### config.mk
export PLATFORM = sky130hd
export DESIGN_NAME = vga_rx_monitor_flat
export DESIGN_NICKNAME = d
export VERILOG_FILES = /design/src/rtl/vga_rx_monitor_if.sv /design/src/rtl/vga_rx_monitor.sv /design/src/flat_wrapper.sv
export SDC_FILE = /design/constraint.sdc
export NUM_CORES = 1
export LEC_CHECK = 0
export BUFFER_PORTS_ARGS = -buffer_cell sky130_fd_sc_hd__buf_4
export CORE_MARGIN = 1
export CORE_UTILIZATION = 62
export CTS_BUF_LIST = sky130_fd_sc_hd__clkbuf_8
export CTS_CLUSTER_DIAMETER = 50
export DETAILED_ROUTE_END_ITERATION = 10
export MAX_ROUTING_LAYER = met4
export PLACE_DENSITY = 0.95
export SETUP_SLACK_MARGIN = 0.05
export SYNTH_ARGS = -nofsm -noshare
export SYNTH_HDL_FRONTEND = slang
export SYNTH_SLANG_ARGS = --single-unit
### constraint.sdc
create_clock -name clk -period 9.5 [get_ports clk]
set_clock_uncertainty 0.15 [all_clocks]
set_input_delay 1.9 -clock clk [delete_from_list [all_inputs] [get_ports clk]]
set_output_delay 1.9 -clock clk [all_outputs]
set_load 0.01 [all_outputs]
### src/rtl/vga_rx_monitor_if.sv
// vga_rx_monitor_if: VGA receive stream, recovered timing outputs and probe port.
interface vga_rx_monitor_if;
  logic pix_ce;
  logic h_sync;
  logic v_sync;
  logic [3:0] red;
  logic [3:0] green;
  logic [3:0] blue;
  logic [9:0] probe_x;
  logic [9:0] probe_y;
  logic locked;
  logic de;
  logic [9:0] x;
  logic [9:0] y;
  logic [11:0] rgb;
  logic frame_start;
  logic [7:0] err_cnt;
  logic [11:0] probe_rgb;
  modport master (
    output pix_ce, h_sync, v_sync, red, green, blue, probe_x, probe_y,
    input locked, de, x, y, rgb, frame_start, err_cnt, probe_rgb
  );
  modport slave (
    input pix_ce, h_sync, v_sync, red, green, blue, probe_x, probe_y,
    output locked, de, x, y, rgb, frame_start, err_cnt, probe_rgb
  );
endinterface

### src/rtl/vga_rx_monitor.sv
// vga_rx_monitor: locks to an incoming VGA stream, recovers x/y/de and counts lock losses.
// Define VGA_RX_PROBE_EN to capture the colour seen at probe_x/probe_y.
module vga_rx_monitor #(
  parameter int H_SYNC      = 96,
  parameter int H_BP        = 48,
  parameter int H_ACT       = 640,
  parameter int H_FP        = 16,
  parameter int V_SYNC      = 2,
  parameter int V_BP        = 33,
  parameter int V_ACT       = 480,
  parameter int V_FP        = 10,
  parameter int LOCK_FRAMES = 2
) (
  input logic clk,
  input logic rst,
  vga_rx_monitor_if.slave bus
);
  localparam logic [10:0] H_LAST = 11'(H_SYNC + H_BP + H_ACT + H_FP - 1);
  localparam logic [9:0]  V_LAST = 10'(V_SYNC + V_BP + V_ACT + V_FP - 1);
  localparam logic [10:0] H_LO   = 11'(H_SYNC + H_BP);
  localparam logic [10:0] H_HI   = 11'(H_SYNC + H_BP + H_ACT - 1);
  localparam logic [9:0]  V_LO   = 10'(V_SYNC + V_BP);
  localparam logic [9:0]  V_HI   = 10'(V_SYNC + V_BP + V_ACT - 1);
  typedef enum logic [1:0] {SEARCH, TRACK, LOCKED} state_t;
  state_t r_state, w_state_nx;
  logic [7:0] r_good_cnt, w_good_cnt_nx;
  logic r_h_prev, r_v_prev, r_v_pend, r_lines_bad;
  logic [10:0] r_hcnt, w_hcnt_nx;
  logic [9:0] r_vcnt, w_vcnt_nx;
  logic r_locked, r_de, r_fs;
  logic [9:0] r_x, r_y, w_x, w_y;
  logic [11:0] r_rgb;
  logic [7:0] r_err_cnt;
  logic w_h_fall, w_v_fall, w_fs, w_line_good, w_frame_good, w_sat, w_err, w_de;
  assign w_h_fall     = r_h_prev & ~bus.h_sync;
  assign w_v_fall     = r_v_prev & ~bus.v_sync;
  assign w_fs         = w_h_fall & (r_v_pend | w_v_fall);
  assign w_line_good  = r_hcnt == H_LAST;
  assign w_frame_good = ~r_lines_bad & w_line_good & (r_vcnt == V_LAST);
  // flags the sample on which hcnt reaches (or sits at) its ceiling
  assign w_sat        = ~w_h_fall & (r_hcnt >= 11'd2046);
  assign w_hcnt_nx    = w_h_fall ? 11'd0 : r_hcnt + 11'(r_hcnt != 11'h7FF);
  assign w_vcnt_nx    = w_fs ? 10'd0 : w_h_fall ? r_vcnt + 10'(r_vcnt != 10'h3FF) : r_vcnt;
  assign w_x          = 10'(w_hcnt_nx - H_LO);
  assign w_y          = w_vcnt_nx - V_LO;
  assign w_de         = bus.pix_ce && w_state_nx == LOCKED && w_hcnt_nx >= H_LO && w_hcnt_nx <= H_HI
                        && w_vcnt_nx >= V_LO && w_vcnt_nx <= V_HI;
  always_comb begin
    w_state_nx    = r_state;
    w_good_cnt_nx = r_good_cnt;
    w_err         = 1'b0;
    if (bus.pix_ce) begin
      if (r_state == SEARCH) begin
        if (w_fs) begin
          w_state_nx    = TRACK;
          w_good_cnt_nx = 8'd0;
        end
      end else if (r_state == TRACK) begin
        if (w_sat) w_state_nx = SEARCH;
        else if (w_fs) begin
          w_good_cnt_nx = w_frame_good ? r_good_cnt + 8'd1 : 8'd0;
          if (w_frame_good && r_good_cnt + 8'd1 == 8'(LOCK_FRAMES)) w_state_nx = LOCKED;
        end
      end else if ((w_h_fall && !w_line_good) || (w_fs && !w_frame_good) || w_sat) begin
        w_state_nx = SEARCH;
        w_err      = 1'b1;
      end
    end
  end
  always_ff @(posedge clk) begin
    if (!rst) begin
      r_state    <= SEARCH;
      r_good_cnt <= 8'd0;
    end else begin
      r_state    <= w_state_nx;
      r_good_cnt <= w_good_cnt_nx;
    end
  end
  always_ff @(posedge clk) begin
    if (!rst) begin
      r_h_prev    <= 1'b1;
      r_v_prev    <= 1'b1;
      r_v_pend    <= 1'b0;
      r_lines_bad <= 1'b0;
      r_hcnt      <= 11'd0;
      r_vcnt      <= 10'd0;
      r_locked    <= 1'b0;
      r_de        <= 1'b0;
      r_fs        <= 1'b0;
      r_x         <= 10'd0;
      r_y         <= 10'd0;
      r_rgb       <= 12'd0;
      r_err_cnt   <= 8'd0;
    end else begin
      r_locked <= w_state_nx == LOCKED;
      r_de     <= w_de;
      r_fs     <= bus.pix_ce & w_fs & (w_state_nx == LOCKED);
      if (bus.pix_ce) begin
        r_h_prev    <= bus.h_sync;
        r_v_prev    <= bus.v_sync;
        r_v_pend    <= ~w_fs & (r_v_pend | w_v_fall);
        r_lines_bad <= w_fs ? 1'b0 : r_lines_bad | (w_h_fall & ~w_line_good);
        r_hcnt      <= w_hcnt_nx;
        r_vcnt      <= w_vcnt_nx;
        if (w_err && r_err_cnt != 8'hFF) r_err_cnt <= r_err_cnt + 8'd1;
      end
      if (w_de) begin
        r_x   <= w_x;
        r_y   <= w_y;
        r_rgb <= {bus.red, bus.green, bus.blue};
      end
    end
  end
  assign bus.locked      = r_locked;
  assign bus.de          = r_de;
  assign bus.x           = r_x;
  assign bus.y           = r_y;
  assign bus.rgb         = r_rgb;
  assign bus.frame_start = r_fs;
  assign bus.err_cnt     = r_err_cnt;
`ifdef VGA_RX_PROBE_EN
  logic [11:0] r_probe_rgb;
  always_ff @(posedge clk) begin
    if (!rst) r_probe_rgb <= 12'd0;
    else if (w_de && w_x == bus.probe_x && w_y == bus.probe_y) r_probe_rgb <= {bus.red, bus.green, bus.blue};
  end
  assign bus.probe_rgb = r_probe_rgb;
`else
  logic w_unused_probe;
  assign w_unused_probe = ^{bus.probe_x, bus.probe_y};
  assign bus.probe_rgb  = 12'd0;
`endif
endmodule

### src/flat_wrapper.sv
// flat-port wrapper written by rule: the top's interface ports become plain ports
module vga_rx_monitor_flat 
#(
  parameter int H_SYNC      = 96,
  parameter int H_BP        = 48,
  parameter int H_ACT       = 640,
  parameter int H_FP        = 16,
  parameter int V_SYNC      = 2,
  parameter int V_BP        = 33,
  parameter int V_ACT       = 480,
  parameter int V_FP        = 10,
  parameter int LOCK_FRAMES = 2
)
  (clk, rst, bus_pix_ce, bus_h_sync, bus_v_sync, bus_red, bus_green, bus_blue, bus_probe_x, bus_probe_y, bus_locked, bus_de, bus_x, bus_y, bus_rgb, bus_frame_start, bus_err_cnt, bus_probe_rgb);
  vga_rx_monitor_if bus_i ();
  input logic clk;
  input logic rst;
  input wire logic [$bits(bus_i.pix_ce)-1:0] bus_pix_ce;
  input wire logic [$bits(bus_i.h_sync)-1:0] bus_h_sync;
  input wire logic [$bits(bus_i.v_sync)-1:0] bus_v_sync;
  input wire logic [$bits(bus_i.red)-1:0] bus_red;
  input wire logic [$bits(bus_i.green)-1:0] bus_green;
  input wire logic [$bits(bus_i.blue)-1:0] bus_blue;
  input wire logic [$bits(bus_i.probe_x)-1:0] bus_probe_x;
  input wire logic [$bits(bus_i.probe_y)-1:0] bus_probe_y;
  output wire logic [$bits(bus_i.locked)-1:0] bus_locked;
  output wire logic [$bits(bus_i.de)-1:0] bus_de;
  output wire logic [$bits(bus_i.x)-1:0] bus_x;
  output wire logic [$bits(bus_i.y)-1:0] bus_y;
  output wire logic [$bits(bus_i.rgb)-1:0] bus_rgb;
  output wire logic [$bits(bus_i.frame_start)-1:0] bus_frame_start;
  output wire logic [$bits(bus_i.err_cnt)-1:0] bus_err_cnt;
  output wire logic [$bits(bus_i.probe_rgb)-1:0] bus_probe_rgb;
  assign bus_i.pix_ce = bus_pix_ce;
  assign bus_i.h_sync = bus_h_sync;
  assign bus_i.v_sync = bus_v_sync;
  assign bus_i.red = bus_red;
  assign bus_i.green = bus_green;
  assign bus_i.blue = bus_blue;
  assign bus_i.probe_x = bus_probe_x;
  assign bus_i.probe_y = bus_probe_y;
  assign bus_locked = bus_i.locked;
  assign bus_de = bus_i.de;
  assign bus_x = bus_i.x;
  assign bus_y = bus_i.y;
  assign bus_rgb = bus_i.rgb;
  assign bus_frame_start = bus_i.frame_start;
  assign bus_err_cnt = bus_i.err_cnt;
  assign bus_probe_rgb = bus_i.probe_rgb;
  vga_rx_monitor #(.H_SYNC(H_SYNC), .H_BP(H_BP), .H_ACT(H_ACT), .H_FP(H_FP), .V_SYNC(V_SYNC), .V_BP(V_BP), .V_ACT(V_ACT), .V_FP(V_FP), .LOCK_FRAMES(LOCK_FRAMES)) u_core (.clk(clk), .rst(rst), .bus(bus_i));
endmodule
==> results of run 1 <==
per-layer routing:
metal	up-vias	GRT usage (%)
met3	50	6.56
met5	-	-
li1	2079	-
met2	294	51.2
met4	0	17.5
met1	2091	38.3
logic make-up after synthesis:
kind of cell | after synthesis | share of synthesized area [%]
adder cells (fa/ha/maj) | 12 | 3.20
buffers and inverters | 67 | 7.31
flip-flops | 78 | 33.3
AND/OR/NAND/NOR | 249 | 27.5
AO/OA/AOI/OAI | 104 | 15.7
other | 1 | 0.0800
multiplexers | 34 | 7.26
XOR/XNOR | 30 | 5.60
final cells by class:
type                    instances  area (um^2)  area share (%)
flip-flops and latches         78         1560            29.9
multi-input cells             441         2830            54.0
inverters                      12         45.0           0.862
clock inverters                 6         68.8            1.32
well taps                      99          124            2.37
repair buffers                 62          465            8.90
clock buffers                  10          138            2.63
worst max path at each step:
stage               start                              to  slack, ps  cells after the start
2_1_floorplan  bus_h_sync    u_core.bus.x[7]$_SDFFE_PN0P_       4950                     15
3_3_place_gp   bus_h_sync    u_core.bus.x[9]$_SDFFE_PN0P_       4240                     10
3_5_place_dp   bus_h_sync  u_core.bus.rgb[9]$_SDFFE_PN0P_       4100                     12
4_1_cts        bus_h_sync    u_core.bus.x[9]$_SDFFE_PN0P_       4430                     12
5_1_grt        bus_h_sync    u_core.bus.x[9]$_SDFFE_PN0P_       4120                     12
6_report       bus_h_sync    u_core.bus.x[9]$_SDFFE_PN0P_       4290                     12
registers in the layout (all words and copies together) (netlist names):
| register | cells |
|---|---|
| u_core.bus.rgb | 12 |
| u_core.r_h_prev | 1 |
| u_core.r_good_cnt | 8 |
| u_core.r_vcnt | 10 |
| u_core.bus.y | 10 |
| u_core.bus.err_cnt | 8 |
| u_core.r_v_pend | 1 |
| u_core.bus.locked | 1 |
| u_core.r_state | 2 |
| u_core.bus.x | 10 |
| u_core.r_v_prev | 1 |
| u_core.r_hcnt | 11 |
| u_core.bus.frame_start | 1 |
| u_core.bus.de | 1 |
| u_core.r_lines_bad | 1 |
worst min-delay path, stage by stage (launching register included):
cell and delay, ps:
dfxtp_1 320, nand2_1 50, mux2i_1 50
metrics by stage:
step,worst slack [ps],std cells,hold slack [ps]
after global placement,4240,692,290
final,4290,708,312
after floorplan,4950,586,308
after global routing,4120,708,333
after detailed placement,4100,692,298
after CTS,4430,708,310
cell usage in the layout (no fill, tap or decap), drive strengths merged, types with 4 or more instances in the layout:
cell,netlist,routed
a211oi,6,6
a21boi,7,7
a21oi,19,19
a31oi,7,7
and2,9,9
and3,7,7
and4,5,5
buf,24,62
clkbuf,31,10
conb,1,12
dfxtp,78,78
ha,12,12
inv,12,13
mux2i,34,34
nand2,79,79
nand2b,4,4
nand3,29,29
nand4,17,17
nor2,35,35
nor2b,15,15
nor3,15,15
nor4,8,8
o211a,10,10
o211ai,6,6
o21ai,24,24
or3,9,9
or4,5,5
xnor2,19,19
xor2,11,11
power groups by stage:
stage | clock (mW) | sequential, mW | combinational, mW
after global placement | 0 | 0.340 | 0.0467
final | 0.261 | 0.333 | 0.0512
after global routing | 0.276 | 0.333 | 0.0556
after CTS | 0.263 | 0.333 | 0.0499
after detailed placement | 0 | 0.340 | 0.0492
after floorplan | 0 | 0.338 | 0.0397
==> results.cfg, run 1 <==
[status]
status = finished clean

[worst_hold_path]
min_from = u_core.bus.rgb[7]$_SDFFE_PN0P_
hp-class = flop to flop
min_to = u_core.bus.rgb[7]$_SDFFE_PN0P_
whs_path_depth = 2

[critical_path]
worstSetupPathType = input pin to flop
cpLargestDelayFamily = simple AND/OR/NAND/NOR gates
crit_buf_inv = 3
ff2ff_path_depth = 17
worst_path_max_delay_cell = nor2b_1
arrival_ps = 5340
critPathLaunchType = input pin
cp-end-kind = flop
reg2reg_to = u_core.bus.x[9]$_SDFFE_PN0P_
cp_cell_sequence = buf_4, nor2b_1, nor2_1, inv_1, ha_1, and3_1, mux2i_1, o31ai_1, o2111ai_2, nor2_2, buf_4, mux2i_1
crit_required_ps = 9640
reg2reg_from = u_core.r_hcnt[4]$_SDFFE_PN0P_
rrSetupSlack_ps = 4590
crit_path_max_incr_delay_ps = 780
critPathMaxFanout = 27

[clock_network]
clock_path_buffers = 2
cts_hold_buf = 0
h-tree-depth = 3
clkTransAtPathRegs_ps = 90
cts.sinks = 78
cts_setup_buffers = 0
cts_root_buffer = clkbuf_8
clk_latency_ps = 370
cts_tree = done
numCtsBuffers = 9
cts_resized = 0

[sta]
relSlewSlack_pct = 32.6
timing.setup.tns_ps = 0
finalHoldViolCount = 0
layout_worst_path_cycle_share_pct = 54.8
worst_slew_pin_slew_ps = 1010
finalMaxSlewViolations = 0
max_freq_mhz = 192
setup_viol = 0
timing.final.crit_period_ps = 5210
rsz0062_at_grt = false

[power_and_ir_drop]
powerDensity_mw_per_mm2 = 123
power.internal_uw = 476
clockPowerShare_pct = 40.4
p_leak_nw = 2.11
p_switching_uw = 169
finalPower_uw = 645
ir_worst_vdd_v = 0.0000894
comb_power_share_pct = 7.9
p_seq_share_pct = 51.6
swShare_pct = 26.2

[run]
cap_viol_max_count = 0

[routing]
wirelength_met1_um = 4930
vias = 4514
wl_per_cell_um = 16.9
drt_iter0_drc = 480
wl_um = 12000
top_layer_used = met4
dr_wl_met3_um = 1050
drt_pre_antenna_iters = 6
route.detailed.drc = 0
viasPerCell = 6.38
routed-wl-met2_um = 5580
ant_nets = 0

[synth]
yosysTopAreaCell = dfxtp_1
synth.top_cells.by_count = nand2_1, dfxtp_1, mux2i_1, nor2_1, clkbuf_1
synth_edf_count = 0
async_reset_ff_share_pct = 0
ys.flop_type = dfxtp_1
syn_area_per_cell_um2 = 8.15
synth.top_cell.area_share_pct = 33.3
syn_area_mm2 = 0.00469
syn_inst = 575
yosysMostFrequentCell = nand2_1
yosys_warnings = 0
synth_cell_types = 66
ys_seq_area_share_pct = 33.3
synth.area.top_cells = dfxtp_1, mux2i_1, nand2_1
ys_seq_elements = 78

[die]
die_w_um = 89.0
die_y_um = 89.0
dieArea_mm2 = 0.00791
start_util_pct = 64.3
core_area_mm2 = 0.00729
rows = 31
pin_count = 92

[place]
place_area_mm2 = 0.00502
dp_hpwl_um = 7740
gp_congestion = 0.964
port_buffers = 59

[grt]
grt_pass1_vias = 4117
grt_start_max_net_pins = 86
antenna_found_initial = 0
grt_pass1_wl_um = 19100
grt_overflow = 0
grt_usage_pct = 32.1

[cells_and_area]
fin_util_pct = 71.7
n_antenna_cell = 0
drive_above_1_share_pct = 14.4
area_delta_synth_final_pct = 11.5
fillers = 514
final_area_mm2 = 0.00523
finalNetCount = 653
Note: power is estimated with default switching activity, not from simulation.
==> run 2: changes to the inputs <==
--- a/config.mk
+++ b/config.mk
@@ -5,14 +5,15 @@
 export SDC_FILE = /design/constraint.sdc
 export NUM_CORES = 1
 export LEC_CHECK = 0
+export ABC_AREA = 1
 export BUFFER_PORTS_ARGS = -buffer_cell sky130_fd_sc_hd__buf_4
 export CORE_MARGIN = 1
-export CORE_UTILIZATION = 62
+export CORE_UTILIZATION = 57
 export CTS_BUF_LIST = sky130_fd_sc_hd__clkbuf_8
 export CTS_CLUSTER_DIAMETER = 50
 export DETAILED_ROUTE_END_ITERATION = 10
 export MAX_ROUTING_LAYER = met4
-export PLACE_DENSITY = 0.95
+export PLACE_DENSITY = 0.93
 export SETUP_SLACK_MARGIN = 0.05
 export SYNTH_ARGS = -nofsm -noshare
 export SYNTH_HDL_FRONTEND = slang
==> constraint.sdc (replaced) <==
create_clock -name clk -period 5.1 [get_ports clk]
set_clock_uncertainty 0.15 [all_clocks]
set_input_delay 1.02 -clock clk [delete_from_list [all_inputs] [get_ports clk]]
set_output_delay 1.02 -clock clk [all_outputs]
set_load 0.01 [all_outputs]
==> run 2 against run 1 <==
  * Via count is 4.0% lower
  * Flip-flop and latch count unchanged
  * Total power up 110%
  * Highest routed layer unchanged
  * Utilization is 2.7 points lower
  * First-iteration DRC count down 27%
  * Register-to-register slack lost 3300 ps
  * Synthesized cell count grew 20%
  * Largest cell class unchanged
  * Wire length down 14%
  * Clock power rose by 120%
  * Clock-buffer cell count is the same
==> results.cfg, run 2 <==
[status]
status = finished clean

[run]
cap_viol_max_count = 0

[grt]
grt.busiest_layer = met2
met2_usage_pct = 45.0
antenna_found_initial = 0
grt_usage_pct = 27.2
grt_pass1_wl_um = 17600
grt_overflow = 0
grt_pass1_vias = 3947
grt_start_max_net_pins = 63
use_met3_pct = 6.26
grt_use_met1_pct = 32.3

[critical_path]
crit_required_ps = 5210
crit_path_max_incr_delay_ps = 450
critPathLaunchType = flop
cp_cell_sequence = nand2_1, nor2_2, nand3_1, ha_1, ha_1, nand2_1, inv_1, nand2_1, nand3_1, inv_1, ha_1, nand3_1, nor2_1, nand3_1, nor2_1, nor2_1, nor2_1, nand2_2, nor2_4, buf_4, nand2_1, nand2_1, nor2_1
worst_path_max_delay_cell = dfxtp_1
cpLargestDelayFamily = simple AND/OR/NAND/NOR gates
arrival_ps = 3940
worstSetupPathType = flop to flop
cp-end-kind = flop
critPathMaxFanout = 30
crit_buf_inv = 3

[cells_and_area]
layout_commonest_cell = nand2_1
largest_reg_flops = 12
area_delta_synth_final_pct = 15.0
fillers = 625
n_antenna_cell = 0
finalNetCount = 787
layout_common_cells = nand2_1, nor2_1, inv_1
fin_util_pct = 69.0
drive_above_1_share_pct = 12.1

[routing]
ant_nets = 0
vias = 4333
viasPerCell = 5.15
wl_per_cell_um = 12.2
drt_iter0_drc = 350
drt_pre_antenna_iters = 5
wl_um = 10200
route.detailed.drc = 0

[sta]
timing.final.crit_period_ps = 3830
setup_viol = 0
worst_slew_pin_slew_ps = 635
rsz0062_at_grt = false
max_freq_mhz = 261
finalMaxSlewViolations = 0
finalHoldViolCount = 0
relSlewSlack_pct = 57.3
fin_ws_ps = 1270
timing.setup.tns_ps = 0
layout_worst_path_cycle_share_pct = 75.2

[synth]
yosys_warnings = 0
ys_seq_elements = 78
syn_area_mm2 = 0.00442
synth.area.top_cells = dfxtp_1, nand2_1, nor2_1
syn_area_per_cell_um2 = 6.43
synth.top_cell.area_share_pct = 35.3
synth_cell_types = 34
yosysMostFrequentCell = nand2_1
synth.top_cells.by_count = nand2_1, nor2_1, inv_1
synth_edf_count = 0
syn_inst = 688
async_reset_ff_share_pct = 0
yosysTopAreaCell = dfxtp_1
ys.flop_type = dfxtp_1
ys_seq_area_share_pct = 35.3

[place]
port_buffers = 59
dp_hpwl_um = 7210
gp_congestion = 0.954
post-place-ws_ps = 1180

[clock_network]
numCtsBuffers = 9
cts_hold_buf = 0
h-tree-depth = 3
cts_resized = 0
cts.sinks = 78
cts_setup_buffers = 0
cts_root_buffer = clkbuf_8
cts_tree = done
clk_latency_ps = 370
clkTransAtPathRegs_ps = 90
clock_path_buffers = 2

[die]
die_w_um = 90.1
die_y_um = 90.1
dieArea_mm2 = 0.00812
pin_count = 92
rows = 31
core_area_mm2 = 0.00737
start_util_pct = 60.0

[power_and_ir_drop]
finalPower_mw = 1.36
ir_worst_vdd_v = 0.000161
p_leak_nw = 2.47
powerDensity_mw_per_mm2 = 268

[worst_hold_path]
hp-class = flop to flop
[run 2: changes by cell type in the layout (fill, tap and decap cells not counted), sizes merged, moves of 11 or more]
cell / change
a21oi: +20
inv: +72
nor2b: -15
nor2: +88
mux2i: -34
o21ai: +16
nand3: +18
nand4: -11
xnor2: -15
nand2: +100
[run 2: logic make-up (layout without fill, tap and decap cells)]
kind of cell,after synthesis,count (layout),synth area share (%)
flops,78,78,35.3
other cells,1,12,0.0848
compound gates,97,97,12.1
fa+ha+maj,12,12,3.39
simple gates,367,367,34.3
xor+xnor,14,14,2.77
buf+inv,119,163,12.1
[run 2: tightest hold or removal path, cell delays in order (launching register included)]
cell and delay (ps):
dfxtp_1 310, nor2_1 90, nor2_1 50
[run 2: report_power, final]
part	switching, mW	internal [mW]
Combinational	0.106	0.0523
Clock	0.233	0.337
Sequential	0.0131	0.622
Total	0.352	1.01
[run 2: cell type report]
class	count	area (um^2)	area share, %
clock inverters	6	109	2.14
inverters	86	323	6.35
repair buffers	61	458	9.01
multi-input cells	502	2370	46.7
flip-flops and latches	78	1560	30.7
well taps	99	124	2.44
clock buffers	10	138	2.71
[run 2: worst paths after layout]
kind / start / depth (start not counted) / slack [ps] / endpoint
max: u_core.r_hcnt[4]$_SDFFE_PN0P_ / 23 / 1270 / u_core.bus.y[1]$_SDFFE_PN0P_
min: u_core.bus.rgb[5]$_SDFFE_PN0P_ / 2 / 340 / u_core.bus.rgb[5]$_SDFFE_PN0P_
max reg2reg: u_core.r_hcnt[4]$_SDFFE_PN0P_ / 23 / 1270 / u_core.bus.y[1]$_SDFFE_PN0P_
min reg2reg: u_core.bus.rgb[5]$_SDFFE_PN0P_ / 2 / 340 / u_core.bus.rgb[5]$_SDFFE_PN0P_
[run 2: layer usage]
layer	vias to the layer above	wire, um
met5	-	0
met4	0	213
met3	24	752
met2	157	4850
met1	1911	4430
li1	2241	-
[run 2: through the flow]
step,instances,cell area (um^2),hold slack [ps]
4_1_cts,842,5080,338
3_5_place_dp,826,4840,324
3_3_place_gp,826,4840,314
2_1_floorplan,699,4460,294
6_report,842,5080,337
5_1_grt,842,5080,356
